**src/rtl/instruction_fetch_unit_pkg.sv**
```systemverilog
// Shared types for the instruction fetch unit: fetch FSM states, instruction-buffer
// entry layout and small arithmetic helpers.
package instruction_fetch_unit_pkg;

  typedef enum logic [1:0] {
    IDLE = 2'd0,
    REQ  = 2'd1,
    WAIT = 2'd2,
    DROP = 2'd3
  } fetch_state_e;

  localparam int INST_W   = 32;
  localparam int PC_STEP  = 4;
  localparam int PC_MAX_W = 64;

  // Entries always carry a full 64-bit PC; narrower XLEN builds zero-extend into it.
  typedef struct packed {
    logic [PC_MAX_W-1:0] pc;
    logic [INST_W-1:0]   inst;
  } fetch_entry_t;

  function automatic logic [31:0] sat_inc32(input logic [31:0] value);
    return (&value) ? value : value + 32'd1;
  endfunction

endpackage

```
**src/rtl/instruction_fetch_unit_fifo.sv**
```systemverilog
// Instruction buffer for the fetch unit: power-of-two depth FIFO with flush,
// registered head (no combinational bypass) and last-head hold while empty.
module fetch_fifo #(
  parameter int DEPTH = 4,
  parameter int WIDTH = 96,
  localparam int PTR_W = $clog2(DEPTH),
  localparam int CNT_W = PTR_W + 1
) (
  input  logic             clk,
  input  logic             reset,
  input  logic             i_push,
  input  logic [WIDTH-1:0] i_push_data,
  input  logic             i_pop,
  input  logic             i_flush,
  output logic [WIDTH-1:0] o_head,
  output logic [CNT_W-1:0] o_count
);

  logic [WIDTH-1:0] r_mem [DEPTH];
  logic [PTR_W-1:0] r_wr_ptr;
  logic [PTR_W-1:0] r_rd_ptr;
  logic [CNT_W-1:0] r_count;
  logic [WIDTH-1:0] r_hold;

  logic w_empty;
  logic w_full;
  logic w_do_push;
  logic w_do_pop;

  assign w_empty   = (r_count == '0);
  assign w_full    = (r_count == CNT_W'(DEPTH));
  assign w_do_push = i_push && (!w_full || i_pop);
  assign w_do_pop  = i_pop && !w_empty;

  // NOTE: sequential state uses non-blocking assignments so every flop samples
  // pre-edge values regardless of statement order.
  always_ff @(posedge clk) begin
    if (reset || i_flush) begin
      r_wr_ptr <= '0;
      r_rd_ptr <= '0;
      r_count  <= '0;
    end else begin
      if (w_do_push) r_wr_ptr <= r_wr_ptr + 1'b1;
      if (w_do_pop)  r_rd_ptr <= r_rd_ptr + 1'b1;
      unique case ({w_do_push, w_do_pop})
        2'b10:   r_count <= r_count + 1'b1;
        2'b01:   r_count <= r_count - 1'b1;
        default: r_count <= r_count;
      endcase
    end
  end

  // NOTE: storage is deliberately not reset; the count decides validity, and
  // r_hold provides the defined zero head value out of reset.
  always_ff @(posedge clk) begin
    if (w_do_push) r_mem[r_wr_ptr] <= i_push_data;
  end

  always_ff @(posedge clk) begin
    if (reset)         r_hold <= '0;
    else if (!w_empty) r_hold <= r_mem[r_rd_ptr];
  end

  assign o_head  = w_empty ? r_hold : r_mem[r_rd_ptr];
  assign o_count = r_count;

endmodule

```
**src/rtl/instruction_fetch_unit.sv**
```systemverilog
// Fetch front end: owns the fetch PC, keeps one imem request outstanding and
// buffers {pc, inst} for decode. Define FETCH_STATS_EN to add saturating stat counters.
module instruction_fetch_unit
  import instruction_fetch_unit_pkg::*;
#(
  parameter int              XLEN       = 64,
  parameter logic [XLEN-1:0] RESET_PC   = '0,
  parameter int              FIFO_DEPTH = 4
) (
  input  logic              clk,
  input  logic              reset,
  output logic              imem_req_valid,
  output logic [XLEN-1:0]   imem_req_addr,
  input  logic              imem_req_ready,
  input  logic              imem_rsp_valid,
  input  logic [INST_W-1:0] imem_rsp_data,
  output logic              inst_valid,
  input  logic              inst_ready,
  output logic [XLEN-1:0]   inst_pc,
  output logic [INST_W-1:0] inst_data,
  input  logic              redirect_valid,
  input  logic [XLEN-1:0]   redirect_pc
`ifdef FETCH_STATS_EN
  ,
  output logic [31:0]       stat_fetched,
  output logic [31:0]       stat_dropped,
  output logic [31:0]       stat_stall
`endif
);

  localparam int CNT_W = $clog2(FIFO_DEPTH) + 1;

  fetch_state_e     r_state;
  fetch_state_e     w_state_next;
  logic [XLEN-1:0]  r_fetch_pc;
  logic [XLEN-1:0]  r_req_pc;

  logic             w_accept;
  logic             w_push;
  logic             w_pop;
  logic             w_outstanding;
  logic [CNT_W-1:0] w_count;
  logic [CNT_W-1:0] w_count_after;
  fetch_entry_t     w_push_entry;
  fetch_entry_t     w_head;

  assign w_accept = (r_state == REQ) && imem_req_ready && !redirect_valid;
  assign w_push   = (r_state == WAIT) && imem_rsp_valid && !redirect_valid;
  assign w_pop    = inst_valid && inst_ready && !redirect_valid;

  // A response in the redirect cycle retires the outstanding request, so no DROP is needed.
  assign w_outstanding = ((r_state == WAIT || r_state == DROP) && !imem_rsp_valid)
                       || (r_state == REQ && imem_req_ready);

  assign w_count_after = w_count + CNT_W'(w_push) - CNT_W'(w_pop);

  // NOTE: every output of a combinational block gets a default first, so no
  // path can leave it unassigned and infer a latch.
  always_comb begin
    w_state_next = r_state;
    if (redirect_valid) begin
      w_state_next = w_outstanding ? DROP : REQ;
    end else begin
      unique case (r_state)
        IDLE: if (w_count < CNT_W'(FIFO_DEPTH)) w_state_next = REQ;
        REQ:  if (imem_req_ready) w_state_next = WAIT;
        WAIT: if (imem_rsp_valid)
                w_state_next = (w_count_after < CNT_W'(FIFO_DEPTH)) ? REQ : IDLE;
        DROP: if (imem_rsp_valid) w_state_next = REQ;
        default: w_state_next = IDLE;
      endcase
    end
  end

  always_ff @(posedge clk) begin
    if (reset) begin
      r_state    <= IDLE;
      r_fetch_pc <= RESET_PC;
      r_req_pc   <= '0;
    end else begin
      r_state <= w_state_next;
      if (redirect_valid) begin
        r_fetch_pc <= {redirect_pc[XLEN-1:2], 2'b00};
      end else if (w_accept) begin
        r_req_pc   <= r_fetch_pc;
        r_fetch_pc <= r_fetch_pc + XLEN'(PC_STEP);
      end
    end
  end

  assign w_push_entry.pc   = PC_MAX_W'(r_req_pc);
  assign w_push_entry.inst = imem_rsp_data;

  fetch_fifo #(
    .DEPTH (FIFO_DEPTH),
    .WIDTH ($bits(fetch_entry_t))
  ) u_fifo (
    .clk         (clk),
    .reset       (reset),
    .i_push      (w_push),
    .i_push_data (w_push_entry),
    .i_pop       (w_pop),
    .i_flush     (redirect_valid),
    .o_head      (w_head),
    .o_count     (w_count)
  );

  assign imem_req_valid = (r_state == REQ);
  assign imem_req_addr  = r_fetch_pc;
  assign inst_valid     = (w_count != '0);
  assign inst_pc        = w_head.pc[XLEN-1:0];
  assign inst_data      = w_head.inst;

`ifdef FETCH_STATS_EN
  logic [31:0] r_stat_fetched;
  logic [31:0] r_stat_dropped;
  logic [31:0] r_stat_stall;

  always_ff @(posedge clk) begin
    if (reset) begin
      r_stat_fetched <= '0;
      r_stat_dropped <= '0;
      r_stat_stall   <= '0;
    end else begin
      if (w_push) r_stat_fetched <= sat_inc32(r_stat_fetched);
      if (imem_rsp_valid && (redirect_valid || r_state == DROP))
        r_stat_dropped <= sat_inc32(r_stat_dropped);
      if (!inst_valid && r_state == WAIT) r_stat_stall <= sat_inc32(r_stat_stall);
    end
  end

  assign stat_fetched = r_stat_fetched;
  assign stat_dropped = r_stat_dropped;
  assign stat_stall   = r_stat_stall;
`endif

endmodule

```
**config.mk**
```make
export PLATFORM = sky130hd
export DESIGN_NAME = instruction_fetch_unit
export DESIGN_NICKNAME = d
export VERILOG_FILES = /design/src/rtl/instruction_fetch_unit_pkg.sv /design/src/rtl/instruction_fetch_unit_fifo.sv /design/src/rtl/instruction_fetch_unit.sv
export SDC_FILE = /design/constraint.sdc
export NUM_CORES = 1
export LEC_CHECK = 0
export BUFFER_PORTS_ARGS = -buffer_cell sky130_fd_sc_hd__buf_4
export CORE_MARGIN = 2
export CORE_UTILIZATION = 35
export CTS_CLUSTER_SIZE = 40
export DETAILED_ROUTE_END_ITERATION = 8
export GPL_TIMING_DRIVEN = 1
export SLEW_MARGIN = 10
export SYNTH_ARGS = -nofsm -noshare
export SYNTH_HDL_FRONTEND = slang
export SYNTH_SLANG_ARGS = --single-unit
```
**constraint.sdc**
```tcl
create_clock -name clk -period 9.45 [get_ports clk]
set_clock_uncertainty 0.2 [all_clocks]
set_input_delay 2.835 -clock clk [delete_from_list [all_inputs] [get_ports clk]]
set_output_delay 2.835 -clock clk [all_outputs]
set_load 0.02 [all_outputs]
```
* After elaboration in Yosys (flattened, before gate mapping)
Memory sizes are Yosys's and may differ from the RTL's. A register that Yosys moved wholly into a read port is not among the register bits.
Index checks and enable logic that the tools add are counted.
** Operators by class
- $add $sub $neg :: 7
- Order comparisons :: 2
- Equal/unequal tests :: 10
- Muxes and demuxes :: 16
- Bitwise gates (word level) :: 1
- Reductions and logical operators :: 25
** Operators by type and width (number)
- 2-to-1 mux 64 bit :: 2
- 2-to-1 mux 96 bit :: 1
- adder 64 x 3 -> 64 bit, second input constant :: 1
- 2-to-1 mux 2 bit :: 8
- logical AND 1 bit :: 9
- inequality test 3 bit, second input constant :: 3
- case mux 2 bit (4 select lines) :: 1
- == test 2 bit, second input constant :: 3
- less-than comparator 3 bit, second input constant :: 2
- case mux 3 bit (2 select lines) :: 1
- adder 2 x 1 -> 2 bit, second input constant :: 2
- == test 2 x 1 -> 1 bit, second input constant :: 2
- zero test 1 bit :: 4
- logical OR 1 bit :: 4
- AND reduction 4 bit :: 1
- nonzero test 2 bit :: 2
- adder 3 x 1 -> 3 bit :: 1
- adder 3 x 1 -> 3 bit, second input constant :: 1
- == test 3 bit, second input constant :: 1
- zero test 3 bit :: 1
- 2-to-1 mux 1 bit :: 3
- inequality test 3 x 1 -> 1 bit, second input constant :: 1
- nonzero test 3 bit :: 1
- subtractor 3 x 1 -> 3 bit :: 1
- 5 further kinds :: 5
** Storage, ports and cells
- Flip-flop bits (word level) :: 233
- Memory bits (writable) :: 384
- Bits of input ports :: 102
- Logic and storage cells :: 70
- Memories kept :: 1
** Memories
- u_fifo.r_mem :: depth 4, bits a word 96, read ports 1, clocked after memory_dff 1, write ports 1, line instruction_fetch_unit_fifo.sv:19 : logic [WIDTH-1:0] r_mem [DEPTH];

* Longest topological paths before layout
- Depth in word-level cells :: 10
- Mapped depth :: 12

* Hierarchy
Synthesis repeated with hierarchy kept, for this count alone.
** Unflattened totals
- Cell total of the unflattened synthesis :: 1626
- Area total of the unflattened synthesis :: 24013.0 µm²
** By module, submodules not included
- fetch_fifo :: instances 1, cells an instance 866, area each 18016.0 µm², seq. area each 13633.1 µm²
- instruction_fetch_unit :: instances 1, cells an instance 760, area each 5997.0 µm², seq. area each 2522.4 µm²

* Worst setup path before layout
OpenSTA, ideal clock, no wires.
- Path type :: input -> register
- From :: in redirect_valid
- To :: mem u_fifo.r_mem[0][0] (enable)
- Library setup time :: 463 ps
- Data arrival time :: 5695 ps
- Path slack :: 3091 ps
- Stages :: 5
- Cell sequence :: clkbuf_1 > nor2_1 > nand3_1 > nor2_1 > and2_1
** Between the ends
- Longest elaborated chain between the ends :: 6
- Elaborated cells between the ends (all ways) :: 7
** Ends and longest elaborated chain
- start, declared :: line instruction_fetch_unit.sv:21 : input logic redirect_valid,
- zero test 1 bit * :: line instruction_fetch_unit.sv:48, instruction_fetch_unit.sv:49
- logical AND 1 bit :: line instruction_fetch_unit.sv:49 : assign w_pop = inst_valid && inst_ready && !redirect_valid;
- logical OR 1 bit :: line instruction_fetch_unit_fifo.sv:32 : assign w_do_push = i_push && (!w_full || i_pop);
- logical AND 1 bit * :: line instruction_fetch_unit_fifo.sv:32
- 2-to-1 mux 1 bit * :: line instruction_fetch_unit_fifo.sv:56 : if (w_do_push) r_mem[r_wr_ptr] <= i_push_data;
- 2-to-1 mux 1 bit (not written as such) * :: line instruction_fetch_unit_fifo.sv:56
- end, declared :: line instruction_fetch_unit_fifo.sv:19
Mark *: on every way between the ends. The rest lies on a longest branch, timed or not.

==> results.sh <==
export IMPL_outcome="finished clean"
export IMPL_final_common_cell="edfxtp_1"
export IMPL_vias_per_cell=5.08
export IMPL_postSynthAreaPerCell_um2=14.7
export IMPL_tritoncts="done"
export IMPL_crit_type="reg -> out"
export IMPL_synthFlopType="edfxtp_1"
export IMPL_yosys_area_share_adder=0.00512
export IMPL_p_per_area_nw_per_um2=198
export IMPL_cp_arrival_ps=3530
export IMPL_grt_max_degree=121
export IMPL_vdd_ir_drop_max_uv=111
export IMPL_grt_pass1_vias=14751
export IMPL_clkLatencyLatePin_ps=610
export IMPL_critPathMaxFanout=44
export IMPL_most_common_layout_cells="376 x edfxtp_1, 271 x buf_4, 229 x dfxtp_1"
export IMPL_setup_violations=0
export IMPL_timing_final_ws_setup_ps=2880
export IMPL_drt_iter0_drc=934
export IMPL_cts_resized_gates=0
export IMPL_numCtsBuffers=67
export IMPL_final_max_slew_viol_count=0
export IMPL_synth_top_area_cell="edfxtp_1"
export IMPL_p_sw_frac=0.222
export IMPL_synth_compound_area_frac=0.0322
export IMPL_drtPass1Iterations=4
export IMPL_io_pins=264
export IMPL_wirelength_mm=60.1
export IMPL_cpPeakStageDelay_ps=1020
export IMPL_period_share=0.695
export IMPL_antenna_found_initial=0
export IMPL_max_freq_mhz=152
export IMPL_htreeDepth=3
export IMPL_clock_sinks=607
export IMPL_power_frac_clock=0.454
export IMPL_synth_area_leaders="edfxtp_1 48%, dfxtp_1 20%, mux4_2 9.0%"
export IMPL_clkSlewWorstSetupHoldPaths_ps=60
export IMPL_fill_cells=6036
export IMPL_grt_usage=0.172
export IMPL_nets=1963
export IMPL_area_delta_synth_final_pct=21.3
export IMPL_power_switching_uw=1250
export IMPL_die_y_um=263
export IMPL_post_route_cells_drive_above_1_share=0.302
export IMPL_clockBufferDepth=3
export IMPL_p_int_uw=4390
export IMPL_synth_edff_count=376
export IMPL_preCtsSetupSlack_ps=3230
export IMPL_hp_class="reg -> reg"
export IMPL_synthCells=1601
export IMPL_yosys_warnings=0
export IMPL_final_cells=2771
export IMPL_cpMostUsedCell="buf_4"
export IMPL_tightest_slew_ps=1090
export IMPL_yosysSeqAreaShare=0.678
export IMPL_ys_ff_latch=607
export IMPL_synth_area_um2=23500
export IMPL_power_frac_seq=0.509
export IMPL_worst_setup_path_start_kind="flop"
export IMPL_final_setup_tns_ps=0
export IMPL_synth_mux_area_frac=0.142
export IMPL_initial_core_util=0.355
export IMPL_yosys_area_share_simple=0.103
export IMPL_synth_xor_area_share=0.0228
export IMPL_gr_total_overflow=0
export IMPL_fp_dieArea_um2=69200
export IMPL_crit_path_end_kind="output port"
export IMPL_finalHoldViolations=0
export IMPL_postCtsSetupBuffers=0
export IMPL_placed_cell_area_um2=26300
export IMPL_die_x_um=263
export IMPL_cts_hold_fix_buffers=0
export IMPL_slew_headroom=0.268
export IMPL_dp_hpwl_mm=35.9
export IMPL_async_reset_ff_frac=0
export IMPL_ant_nets=0
export IMPL_wl_per_cell_um=21.7
export IMPL_synth_distinct_cells=47
export IMPL_crit_chain="buf_4 > mux4_2 > mux2_2 > buf_4"
export IMPL_total_power_uw=5650
export IMPL_combPwrFrac=0.037
export IMPL_synth_top_family_by_area="multiplexers"
export IMPL_grt_pass1_wl_mm=90.7
export IMPL_slowest_stage="dfxtp_4"
export IMPL_coreArea_um2=66100
export IMPL_cap_violations=0
export IMPL_p_leak_uw=0.00936
export IMPL_drc_errors=0
export IMPL_worstPathRequired_ps=6420
export IMPL_placed_cells_incl_taps=2647
export IMPL_fin_crit_ps=6570
export IMPL_vias=14072
export IMPL_rows=94
export IMPL_synth_top_area_share=0.481
export IMPL_numPortBuffers=259
export IMPL_final_area_um2=28500
export IMPL_cts_root_buffer="clkbuf_16"
export IMPL_rsz0062_at_grt="false"
export IMPL_routabilityCongestion=0.789
==> sequential cells by signal (all words and copies together) (netlist names), named ones only <==
name             flops
u_fifo.o_count       3
u_fifo.r_rd_ptr      2
r_req_pc            62
u_fifo.r_wr_ptr      2
imem_req_addr       62
r_state              2
u_fifo.r_mem       376
u_fifo.r_hold       96
==> worst max-delay path: cells and delay by family (launching register included) <==
family,cells,cell delay [ps]
buffers and inverters,2,980
flip-flops,1,1020
multiplexers,2,890
==> area by class of cell <==
class / instances / area [µm²] / share of cell area
Sequential cell: 607 / 15900 / 0.559
Timing Repair Buffer: 272 / 2050 / 0.0720
Clock inverter: 32 / 360 / 0.0127
Inverter: 15 / 58.8 / 0.00207
Antenna cell: 1 / 2.50 / 0.0000879
Multi-Input combinational cell: 889 / 7180 / 0.252
Clock buffer: 91 / 1810 / 0.0635
Tap cell: 864 / 1080 / 0.0380
==> synthesized netlist by cell type (17+ instances only) <==
cell type  count
a211oi_1      25
a21oi_1       87
and3_1        17
clkbuf_1      76
dfxtp_1      231
edfxtp_1     376
mux2_2        94
mux4_2        94
nand2_1      173
nand3_1       29
nand4_1       20
nor2_1        73
nor2b_1       97
xnor2_1       40
xor2_1        21
==> through the flow <==
step / util / hold slack, ps
finish: 0.431 / 289
global route: 0.431 / 316
CTS: 0.431 / 289
detailed placement: 0.398 / 286
global placement: 0.398 / 266
floorplan: - / 260
==> worst paths after layout <==
kind | from | end | slack, ps | cells after the start
worst max-delay path | flop | inst_data[17] | 2880 | 4
worst min-delay path | r_req_pc[20] | u_fifo.r_mem[1][52] | 290 | 0
worst max register to register | u_fifo.o_count[2] | u_fifo.o_count[2] | 5490 | 10
worst min register to register | r_req_pc[20] | u_fifo.r_mem[1][52] | 290 | 0
==> layer usage <==
| layer | share of wire | track usage | wire [µm] |
|---|---|---|---|
| met5 | 0 | 0 | 0 |
| met4 | 0.024 | 0.0578 | 1420 |
| met3 | 0.052 | 0.0299 | 3150 |
| met2 | 0.49 | 0.290 | 29300 |
| met1 | 0.44 | 0.226 | 26200 |
==> power groups by stage <==
stage               combinational (µW)  sequential (µW)  clock, µW
finish                             210             2870       2560
global route                       226             2880       2720
CTS                                213             2870       2630
detailed placement                 212             2930          0
global placement                   209             2930          0
floorplan                         89.7             2930          0
==> cell families after synthesis <==
logic type,Yosys count
AOI/OAI and AO/OA,132
adders and majority gates,9
other,1
xor gates and xnor gates,61
DFF,607
and+or+nand+nor,482
buffers and inverters,106
muxes,203
No activity file was read; power rests on OpenSTA's default activity.
